File: config.mk
export PLATFORM = sky130hd
export DESIGN_NAME = onchip_mem_stream_reader
export DESIGN_NICKNAME = d
export VERILOG_FILES = /design/src/rtl/onchip_reader_pkg.sv /design/src/rtl/onchip_rd_fifo.sv /design/src/rtl/onchip_mem_stream_reader.sv
export SDC_FILE = /design/constraint.sdc
export NUM_CORES = 1
export LEC_CHECK = 0
export BUFFER_PORTS_ARGS = -buffer_cell sky130_fd_sc_hd__buf_2
export CAP_MARGIN = 20
export CORE_MARGIN = 2
export CORE_UTILIZATION = 55
export DETAILED_ROUTE_END_ITERATION = 7
export MAX_ROUTING_LAYER = met4
export PLACE_DENSITY = 0.77
export SETUP_SLACK_MARGIN = 0.4
export SYNTH_ARGS = -nofsm -noshare
export SYNTH_HDL_FRONTEND = slang
export SYNTH_HIERARCHICAL = 1
export SYNTH_SLANG_ARGS = --single-unit
File: constraint.sdc
create_clock -name clk -period 7.2 [get_ports clk]
set_input_delay 0.36 -clock clk [delete_from_list [all_inputs] [get_ports clk]]
set_output_delay 0.36 -clock clk [all_outputs]
set_load 0.01 [all_outputs]
File: src/rtl/onchip_reader_pkg.sv
// Shared types and default sizes for the on-chip memory stream reader.
package onchip_reader_pkg;

    localparam int ADDR_W_DEF     = 10;
    localparam int DATA_W_DEF     = 32;
    localparam int FIFO_DEPTH_DEF = 4;

    typedef enum logic [1:0] {
        IDLE,
        READ,
        DRAIN,
        DONE
    } state_t;

    // One FIFO slot: a captured RAM word plus its packet framing tags.
    typedef struct packed {
        logic [DATA_W_DEF-1:0] data;
        logic                  sop;
        logic                  eop;
    } rd_entry_t;

endpackage

File: src/rtl/onchip_rd_fifo.sv
// Synchronous FIFO between the RAM capture stage and the Avalon-ST source.
// A push and a pop in the same cycle leave the count unchanged, whether the
// FIFO is full (the freed slot is refilled) or empty (the word passes through).
module onchip_rd_fifo #(
    parameter  int DEPTH = 4,
    parameter  int WIDTH = 34,
    localparam int PTR_W = $clog2(DEPTH),
    localparam int CNT_W = PTR_W + 1
) (
    input  logic             clk,
    input  logic             reset,
    input  logic             push,
    input  logic [WIDTH-1:0] push_data,
    input  logic             pop,
    output logic [WIDTH-1:0] pop_data,
    output logic [CNT_W-1:0] count,
    output logic             full,
    output logic             empty
);

    logic [WIDTH-1:0] mem [DEPTH];
    logic [PTR_W-1:0] wr_ptr;
    logic [PTR_W-1:0] rd_ptr;
    logic             do_push;
    logic             do_pop;

    assign empty    = (count == '0);
    assign full     = (count == CNT_W'(DEPTH));
    assign do_push  = push && (!full || pop);
    assign do_pop   = pop && (!empty || push);
    assign pop_data = empty ? push_data : mem[rd_ptr];

    // Storage write; slot contents only matter once the pointers say so.
    // NOTE: the storage array has no reset; pointers and count define validity, so stale words are never read.
    always_ff @(posedge clk) begin
        if (do_push) begin
            mem[wr_ptr] <= push_data;
        end
    end

    // Pointer and occupancy tracking; power-of-2 depth lets pointers wrap freely.
    // NOTE: sequential state uses non-blocking assignments so every register updates from pre-edge values.
    always_ff @(posedge clk or posedge reset) begin
        if (reset) begin
            wr_ptr <= '0;
            rd_ptr <= '0;
            count  <= '0;
        end else begin
            if (do_push) wr_ptr <= wr_ptr + 1'b1;
            if (do_pop)  rd_ptr <= rd_ptr + 1'b1;
            case ({do_push, do_pop})
                2'b10:   count <= count + 1'b1;
                2'b01:   count <= count - 1'b1;
                default: count <= count;
            endcase
        end
    end

endmodule

File: src/rtl/onchip_mem_stream_reader.sv
// Avalon-MM read master for a 1-cycle-latency on-chip RAM, streaming the words
// out as one Avalon-ST packet through a small FIFO.
// Optional build macro ONCHIP_READER_CHECKSUM_EN adds a running checksum of
// all accepted beats. The FIFO entry layout comes from the package, so DATA_W
// is expected to match DATA_W_DEF.
module onchip_mem_stream_reader
    import onchip_reader_pkg::*;
#(
    parameter int ADDR_W     = ADDR_W_DEF,
    parameter int DATA_W     = DATA_W_DEF,
    parameter int FIFO_DEPTH = FIFO_DEPTH_DEF
) (
    input  logic              clk,
    input  logic              reset,
    input  logic              start,
    input  logic [ADDR_W-1:0] base_addr,
    input  logic [ADDR_W:0]   word_count,
    output logic              busy,
    output logic              done,
    output logic [ADDR_W-1:0] m_address,
    output logic              m_chipselect,
    output logic              m_write,
    output logic              m_clken,
    input  logic [DATA_W-1:0] m_readdata,
    output logic              src_valid,
    input  logic              src_ready,
    output logic [DATA_W-1:0] src_data,
    output logic              src_sop,
    output logic              src_eop
`ifdef ONCHIP_READER_CHECKSUM_EN
    ,
    output logic [DATA_W-1:0] checksum
`endif
);

    localparam int             CNT_W   = $clog2(FIFO_DEPTH) + 1;
    localparam logic [ADDR_W:0] REM_ONE = (ADDR_W + 1)'(1);

    state_t            state;
    state_t            state_nxt;
    logic [ADDR_W-1:0] addr;
    logic [ADDR_W:0]   remaining;
    logic              first_pending;
    logic              inflight;
    logic              inflight_sop;
    logic              inflight_eop;
    logic [CNT_W-1:0]  fifo_count;
    logic              fifo_full;
    logic              fifo_empty;
    logic [CNT_W:0]    occupancy;
    logic              start_ok;
    logic              issue;
    logic              beat;
    rd_entry_t         push_entry;
    rd_entry_t         pop_entry;

    assign start_ok  = (state == IDLE) && start;
    assign occupancy = {1'b0, fifo_count} + (CNT_W + 1)'(inflight);
    assign issue     = (state == READ) && (remaining != '0) && !fifo_full
                       && (occupancy < (CNT_W + 1)'(FIFO_DEPTH));
    assign beat      = src_valid && src_ready;

    assign m_address    = addr;
    assign m_chipselect = issue;
    assign m_clken      = issue;
    assign m_write      = 1'b0;

    assign push_entry = '{data: m_readdata, sop: inflight_sop, eop: inflight_eop};
    assign src_valid  = !fifo_empty;
    assign src_data   = pop_entry.data;
    assign src_sop    = pop_entry.sop && !fifo_empty;
    assign src_eop    = pop_entry.eop && !fifo_empty;

    // State register.
    always_ff @(posedge clk or posedge reset) begin
        if (reset) state <= IDLE;
        else       state <= state_nxt;
    end

    // Next-state and status outputs.
    // NOTE: every signal written here gets a default first, so no path leaves it unassigned and no latch is inferred.
    always_comb begin
        state_nxt = state;
        busy      = (state != IDLE);
        done      = (state == DONE);
        case (state)
            IDLE:    if (start) state_nxt = (word_count == '0) ? DONE : READ;
            READ:    if (issue && (remaining == REM_ONE)) state_nxt = DRAIN;
            DRAIN:   if (beat && src_eop) state_nxt = DONE;
            DONE:    state_nxt = IDLE;
            default: state_nxt = IDLE;
        endcase
    end

    // Read issue bookkeeping and tags for the word returning next cycle.
    always_ff @(posedge clk or posedge reset) begin
        if (reset) begin
            addr          <= '0;
            remaining     <= '0;
            first_pending <= 1'b0;
            inflight      <= 1'b0;
            inflight_sop  <= 1'b0;
            inflight_eop  <= 1'b0;
        end else begin
            if (start_ok) begin
                addr          <= base_addr;
                remaining     <= word_count;
                first_pending <= 1'b1;
            end else if (issue) begin
                addr          <= addr + 1'b1;
                remaining     <= remaining - 1'b1;
                first_pending <= 1'b0;
            end
            inflight     <= issue;
            inflight_sop <= issue && first_pending;
            inflight_eop <= issue && (remaining == REM_ONE);
        end
    end

    onchip_rd_fifo #(
        .DEPTH (FIFO_DEPTH),
        .WIDTH ($bits(rd_entry_t))
    ) u_fifo (
        .clk       (clk),
        .reset     (reset),
        .push      (inflight),
        .push_data (push_entry),
        .pop       (beat),
        .pop_data  (pop_entry),
        .count     (fifo_count),
        .full      (fifo_full),
        .empty     (fifo_empty)
    );

`ifdef ONCHIP_READER_CHECKSUM_EN
    // Running sum of accepted beats, cleared when a new transfer is accepted.
    always_ff @(posedge clk or posedge reset) begin
        if (reset)         checksum <= '0;
        else if (start_ok) checksum <= '0;
        else if (beat)     checksum <= checksum + src_data;
    end
`endif

endmodule

=== After elaboration in Yosys (flattened, before gate mapping) ===
Memory sizes are Yosys's and may differ from the RTL's.
Index checks and enable logic that the tools add are counted.

* Register bits: 34
* Memories kept: 1
* Bits of input ports: 57
* Output and inout port bits: 50
* Memory bits (writable): 136

* Reduce and logical (&&, ||, !) cells: 24
* $add $sub $neg: 7
* Muxes and demuxes: 15
* Order comparisons: 1
* Equality and inequality tests: 10

{| class="wikitable"
|+ Memory list
! memory !! depth !! width !! read ports !! clocked after Yosys merged registers in !! write ports !! RTL line !! text
|-
| u_fifo.mem || 4 || 34 || 1 || 0 || 1 || onchip_rd_fifo.sv:21 || <nowiki>logic [WIDTH-1:0] mem [DEPTH];</nowiki>
|}

{| class="wikitable"
|+ Operators with widths
! kind !! number
|-
| two-way mux 34 bit || 1
|-
| two-way mux 11 bit || 2
|-
| two-way mux 10 bit || 2
|-
| logical AND 1 bit || 12
|-
| equality test 11 x 1 -> 1 bit, second input constant || 1
|-
| logical NOT 11 bit || 1
|-
| nonzero test 11 bit || 1
|-
| subtractor 11 x 1 -> 11 bit, second input constant || 1
|-
| adder 10 x 1 -> 10 bit, second input constant || 1
|-
| two-way mux 2 bit || 4
|-
| one-hot mux 2 bit (4 select lines) || 1
|-
| equality test 2 bit, second input constant || 3
|-
| one-hot mux 3 bit (2 select lines) || 1
|-
| nonzero test 2 bit || 3
|-
| adder 2 x 1 -> 2 bit, second input constant || 2
|-
| adder 3 x 1 -> 4 bit || 1
|-
| equality test 2 x 1 -> 1 bit, second input constant || 2
|-
| < comparator 4 x 3 -> 1 bit, second input constant || 1
|-
| two-way mux 1 bit || 4
|-
| != test 2 bit, second input constant || 2
|-
| adder 3 x 1 -> 3 bit, second input constant || 1
|-
| equality test 3 bit, second input constant || 1
|-
| logical NOT 3 bit || 1
|-
| AND reduction 3 bit || 1
|-
| 5 further kinds || 7
|}

=== Depth between registers and ports, before layout ===
Gate-level depths: netlist of run 1.

* Depth in word-level cells: 7
* Depth in mapped cells: 13
* Depth with buffers taken out: 11

=== By module ===
Netlist of run 1, hierarchy kept.

{| class="wikitable"
|+ By module, submodules not included
! module !! cells an instance !! seq. area each (sq um) !! instances !! area each (sq um)
|-
| onchip_rd_fifo || 327 || 4259.1 || 1 || 5848.1
|-
| onchip_mem_stream_reader || 201 || 675.6 || 1 || 1764.2
|}

=== Least setup slack after synthesis of run 1 ===
Ideal clock, no wire load.

* Kind: register to register
* From: reg u_fifo.count[0]
* To: reg u_fifo.count[2]
* Buffers on the path: 2
* Setup slack: 4605 ps
* Data required time: 7121 ps
* Stages on the path, launching flop included: 14
* Data arrival time: 2516 ps
* Setup time: 79 ps
* Period minus slack after synthesis: 2595 ps
* Path through: dfrtp_1 or3_1 buf_2 inv_2 buf_6 nor2b_1 o21a_4 inv_1 ha_1 inv_1 fa_1 xor2_1 nor2_1 xor2_1

* Word-level cells in the longest chain between the ends: 7

{| class="wikitable"
|+ Ends and longest elaborated chain
! element !! RTL line !! text
|-
| from (decl) || onchip_rd_fifo.sv:16 || <nowiki>output logic [CNT_W-1:0] count,</nowiki>
|-
| from (signal assigned) || onchip_rd_fifo.sv:52 || <nowiki>2'b10: count <= count + 1'b1;</nowiki>
|-
| from (signal assigned) || onchip_rd_fifo.sv:53 || <nowiki>2'b01: count <= count - 1'b1;</nowiki>
|-
| from (signal assigned) || onchip_rd_fifo.sv:54 || <nowiki>default: count <= count;</nowiki>
|-
| logical NOT 3 bit (*) || onchip_rd_fifo.sv:27 || <nowiki>assign empty = (count == '0);</nowiki>
|-
| net fifo_empty || onchip_mem_stream_reader.sv:49 || <nowiki>logic fifo_empty;</nowiki>
|-
| logical NOT 1 bit (*) || onchip_mem_stream_reader.sv:69 || <nowiki>assign src_valid = !fifo_empty;</nowiki>
|-
| logical AND 1 bit (*) || onchip_mem_stream_reader.sv:61 || <nowiki>assign beat = src_valid && src_ready;</nowiki>
|-
| net beat || onchip_mem_stream_reader.sv:53 || <nowiki>logic beat;</nowiki>
|-
| logical OR 1 bit || onchip_rd_fifo.sv:29 || <nowiki>assign do_push = push && (!full || pop);</nowiki>
|-
| logical AND 1 bit || onchip_rd_fifo.sv:29 ||
|-
| equality test 2 x 1 -> 1 bit or equality test 2 bit (tied branches) || onchip_rd_fifo.sv:51 || <nowiki>case ({do_push, do_pop})</nowiki>
|-
| one-hot mux 3 bit (2 select lines) or nonzero test 2 bit (tied branches) || -- ||
|}

Mark *: on every way through the listed nets, which the timed path passes. The rest lies on a longest branch.
A chain may end at the register's enable or synchronous reset.

=== Worst setup path after layout of run 1 ===
Ends and elaborated chain as after synthesis.

==> metrics.txt, run 1 <==
first-pass GRT wire length=24000 µm; Synthesis Warnings=6; initial drt markers=304; clock root cell=clkbuf_16; fin nets=703; clock insertion delay at the later pin of the skew report=430 ps; post-route cell area=8870 µm²; Gate Count Post-Synth=528; Pleak=3.44 nW; Finished Core Util=66.2%; Clock Sinks=170; clk slew on worst S/H paths=60 ps; P per Cell Area=413 nW/µm²; post-synthesis async set-or-reset flop share=20.0%; Setup TNS Final=0 ps; #FFs+latches synth=170; Netlist cell types=54; die outline area=14800 µm²; Seq. cell area=4940 µm²; total track usage=22.6%; CP Max Fanout=39; drt total wl=15500 µm; Post-synth EDFFs=136; Hold WC Path Type=in -> reg; CTS resizes=0; Synth Flop Type=edfxtp_1; most common cell after layout, fill and taps aside=edfxtp_1; initial antenna violation count=0; Chip Width=122 µm; cell area after synthesis=7610 µm²; CP Class=reg -> reg; Hold Buf Count CTS=1; RSZ-0062 raised after global routing=false; worst hold margin=158 ps; Max Fclk=0.300 GHz; GP Congestion=0.845; fin cells=820; gr ovfl total=0; CTS buffer count=17; Routed Antenna Nets=0; max_cap viols=0; Fill cells=972; proportion of layout cells with a drive suffix above 1=27.0%; IO Count=107; Via-to-Cell Ratio=5.81; core area=13400 µm²; drt wl/cell=18.8 µm; WP data required=7550 ps; crit end category=flop; vias=4765; Residual DRC=0; final hold vios=0; final setup fails=0; Worst Max-Slew Pin Slew=966 ps; area grow syn2layout=16.5%; crit path time final=3330 ps; chip height=122 µm; # Post-CTS Setup Buffers=0; crit-path max cell delay=600 ps; row cnt=42; Multi-input gate area=2410 µm²; number of global-route vias before repair=4596; Post-Syn Area per Cell=14.4 µm²; dpl cells=785; Pre-antenna DRT Iters=5; Max Clock Skew=9.01 ps; placement-stage cell area=8200 µm²; Slew headroom=35.6%; CTS HTree Levels=4; CTS tree=yes; Final period util=46.2%; IO Port Bufs=105; dpl hpwl=9860 µm; status=complete, no violations; sequential area share after synthesis=64.8%; startpoint types=flop; critical path's slowest cell=inv_2; post-synth net total=600; largest net degree at the start of global routing=40; Clock Tree Buf Depth=2; max-slew violations=0; Ant. Diodes=0; Starting Density=56.8%; VDD IR-drop max=231 µV; Critical Path, Cell by Cell=or3_1 > buf_4 > inv_2 > nor2b_1 > o21a_4 > inv_1 > ha_1 > inv_1 > fa_1 > xor2_1 > nor2_1 > xor2_1; Critical Path AT=3680 ps; most frequent cells in the layout=edfxtp_1 (136), nand2_1 (111), buf_2 (105)
[final timing paths]
kind                            startpoint               to  cells after the start  slack [ps]
max in group asynchronous            reset     m_address[9]                      4        6290
hold / removal                base_addr[8]     m_address[8]                      3         160
setup reg to reg           u_fifo/count[0]  u_fifo/count[2]                     12        3870
min in group asynchronous            reset  u_fifo/count[2]                      3         430
hold reg to reg              first_pending    first_pending                      1         490
setup / recovery           u_fifo/count[0]  u_fifo/count[2]                     12        3870
[report_power, final]
group          internal [mW]  switching, mW  leakage (nW)  total (mW)
registers               1.27          0.152          1.62        1.42
logic                  0.582          0.734          1.53        1.32
clock network          0.574          0.357         0.295       0.930
total                   2.42           1.24          3.44        3.66
[layer usage]
metal / vias to the layer above / track usage [%] / routed length (µm)
met3: 22 / 4.59 / 819
met5: - / - / 0
met2: 165 / 36.3 / 7920
met4: 0 / 8.19 / 232
li1: 2203 / - / -
met1: 2375 / 28.9 / 6480
[kinds of logic after synthesis]
logic type	Yosys count	synth area share, %
AO/OA/AOI/OAI	48	4.49
flip-flops	170	64.8
XOR/XNOR	6	0.690
buffers and inverters	48	3.47
AND/OR/NAND/NOR	202	12.6
adder cells (fa/ha/maj)	15	2.56
other	1	0.0493
multiplexers	38	11.3
[final cells by class]
class	instances	share of cell area, %
Clock buffer	17	4.80
Clock inverter	15	2.03
Inverter	21	0.889
Multi-Input combinational cell	310	27.2
Sequential cell	170	55.7
Tap cell	176	2.48
Timing Repair Buffer	111	6.91
[worst max-delay path, delay by kind of cell, from the launching register on]
kind	cells	cell delay, ps
buf+inv	4	1000
compound gates	1	290
fa+ha+maj	2	550
simple gates	3	670
xor+xnor	2	300
flops	1	430
[metrics by stage]
step	total power [mW]	setup slack, ps
6_report	3.66	3870
2_1_floorplan	2.34	4600
4_1_cts	3.68	3840
5_1_grt	3.88	3610
3_5_place_dp	2.75	3850
3_3_place_gp	2.69	3940
[synthesized netlist by cell type (all sizes together) (3+ instances only)]
| cell | count | area [µm²] |
|---|---|---|
| edfxtp | 136 | 4080 |
| mux2i | 3 | 30.0 |
| mux4 | 34 | 815 |
| xor2 | 3 | 26.3 |
| and2 | 6 | 42.5 |
| xnor2 | 3 | 26.3 |
| nor2b | 4 | 25.0 |
| o211ai | 4 | 30.0 |
| or3b | 3 | 26.3 |
| nand3 | 11 | 55.1 |
| inv | 21 | 78.8 |
| o31ai | 10 | 75.1 |
| nand2 | 111 | 417 |
| nor4 | 4 | 25.0 |
| a31oi | 18 | 113 |
| nand4 | 4 | 25.0 |
| or4 | 15 | 118 |
| or3 | 5 | 31.3 |
| and3 | 5 | 31.3 |
| o21ai | 6 | 30.0 |
| dfrtp | 34 | 851 |
| nor2 | 25 | 93.8 |
| ha | 14 | 175 |
| clkbuf | 4 | 15.0 |
| buf | 21 | 153 |
[flip-flops by register name (all words and copies together), names as in the netlist]
signal         count
remaining         11
state              2
inflight_sop       1
u_fifo/rd_ptr      2
u_fifo/wr_ptr      2
inflight           1
inflight_eop       1
first_pending      1
u_fifo/count       3
u_fifo/mem       136
m_address         10
Power figures use the tool's default switching activity.
==> run 2, diff against run 1 <==
- CORE_UTILIZATION: 55 -> 52
- PLACE_DENSITY: 0.77 -> 0.76
- clock period: 7.2 -> 2.8 ns (I/O delays scaled with it)
==> metrics.txt, run 2 (same netlist as run 1, synthesis figures left out) <==
status=complete, no violations; hold path endpoint=m_address[1]; initial drt markers=463; Routed Antenna Nets=0; Largest register FFs=136; fin nets=754; clock root cell=clkbuf_16; area grow syn2layout=22.5%; core area=14400 µm²; Worst Max-Slew Pin Slew=996 ps; worst flop-to-flop path endpoint=u_fifo/count[2]; Pre-antenna DRT Iters=5; crit end category=flop; first-pass GRT wire length=26400 µm; most common cell after layout, fill and taps aside=edfxtp_1; vias=5034; Reg2Reg Depth=11; Reg with most FFs=u_fifo/mem; IO Port Bufs=105; Finished Core Util=64.7%; Ant. Diodes=0; die outline area=15600 µm²; worst hold margin=11.7 ps; CTS HTree Levels=4; startpoint types=flop; Setup TNS Final=0 ps; Slew headroom=33.6%; sum of buffers and inverters on the critical path=3; crit path time final=2350 ps; drt wl/cell=19.0 µm; final setup fails=0; max_cap viols=0; hold path start=base_addr[1]; IO Count=107; Pleak=3.60 nW; clk slew on worst S/H paths=60 ps; WHS Path Cells=3; RSZ-0062 raised after global routing=false; VDD IR-drop max=524 µV; most frequent cells in the layout=edfxtp_1 (136), nand2_1 (110), buf_2 (105); max-slew violations=0; Critical Path AT=2670 ps; Chip Width=125 µm; dpl hpwl=9860 µm; chip height=125 µm; P per Cell Area=1010 nW/µm²; Max Fclk=0.426 GHz; Max Clock Skew=6.96 ps; FF-to-FF Start=u_fifo/count[0]; Hold WC Path Type=in -> reg; R2R Setup Slk=450 ps; largest net degree at the start of global routing=39; CTS tree=yes; Clock Sinks=170; post-route cell area=9330 µm²; Via-to-Cell Ratio=5.75; placement-stage cell area=8270 µm²; worst setup path start=u_fifo/count[0]; drt total wl=16600 µm; GP Congestion=0.879; WP data required=3120 ps; CTS buffer count=17; number of global-route vias before repair=5119; initial antenna violation count=0; proportion of layout cells with a drive suffix above 1=28.8%; CP Max Fanout=5; CP Class=reg -> reg; Final period util=83.8%; Largest delay share family, worst path=simple AND/OR/NAND/NOR gates; crit-path max cell delay=440 ps; critical path's slowest cell=or3_4; total track usage=22.5%; final hold vios=0; Starting Density=52.8%; Critical Path, Cell by Cell=or3_4 > inv_8 > nor2b_4 > o21a_4 > inv_2 > ha_4 > inv_2 > fa_2 > xor2_1 > nor2_1 > xor2_1; row cnt=44; Residual DRC=0; clock insertion delay at the later pin of the skew report=410 ps; gr ovfl total=0; Clock Tree Buf Depth=2
==> run 2: worst max-delay path by stage <==
stage,to,slack [ps],depth (start not counted)
after floorplan,u_fifo/count[2],400,13
final,u_fifo/count[2],450,11
after global placement,state[1],400,9
after global routing,u_fifo/count[2],390,11
after detailed placement,state[1],250,9
after CTS,m_chipselect,400,7
==> run 2: area by class of cell <==
class                           count  area, µm²
Tap cell                          184        230
Sequential cell                   170       4940
Timing Repair Buffer              162       1090
Fill cell                         986       5100
Clock inverter                     10       57.6
Inverter                           21       86.3
Multi-Input combinational cell    310       2480
Clock buffer                       19        433
==> run 2: routing by layer <==
layer,global-route usage [%],part of all wire [%]
met5,-,0
met4,9.08,2.1
met3,4.28,6.0
met2,35.3,50
met1,29.3,42
==> run 2: per-stage QoR <==
step | setup slack, ps | total power [mW] | std cells
3_3_place_gp | 403 | 7.05 | 797
6_report | 454 | 9.39 | 876
2_1_floorplan | 400 | 6.07 | 528
5_1_grt | 390 | 9.92 | 876
3_5_place_dp | 247 | 7.19 | 797
4_1_cts | 404 | 9.28 | 867
==> run 2: power by group <==
group | switching (mW) | leakage, nW | internal, mW
registers | 0.355 | 1.62 | 3.26
clock network | 0.884 | 0.231 | 1.10
logic | 2.08 | 1.75 | 1.70
==> run 2: worst min-delay path, delay by kind of cell <==
family,cells,cell delay (ps)
buf+inv,1,100
compound gates,1,50
simple gates,1,100
==> run 2: what timing repair did <==
item | 4_1_cts | 5_1_grt
endpoints found under the setup margin | 25 | 30
pin swaps | 0 | 5
cloned | 0 | 0
gates resized for setup | 7 | 14
setup buffers | 0 | 8
endpoints found under the hold margin | 143 | 0
hold buffers | 41 | 0
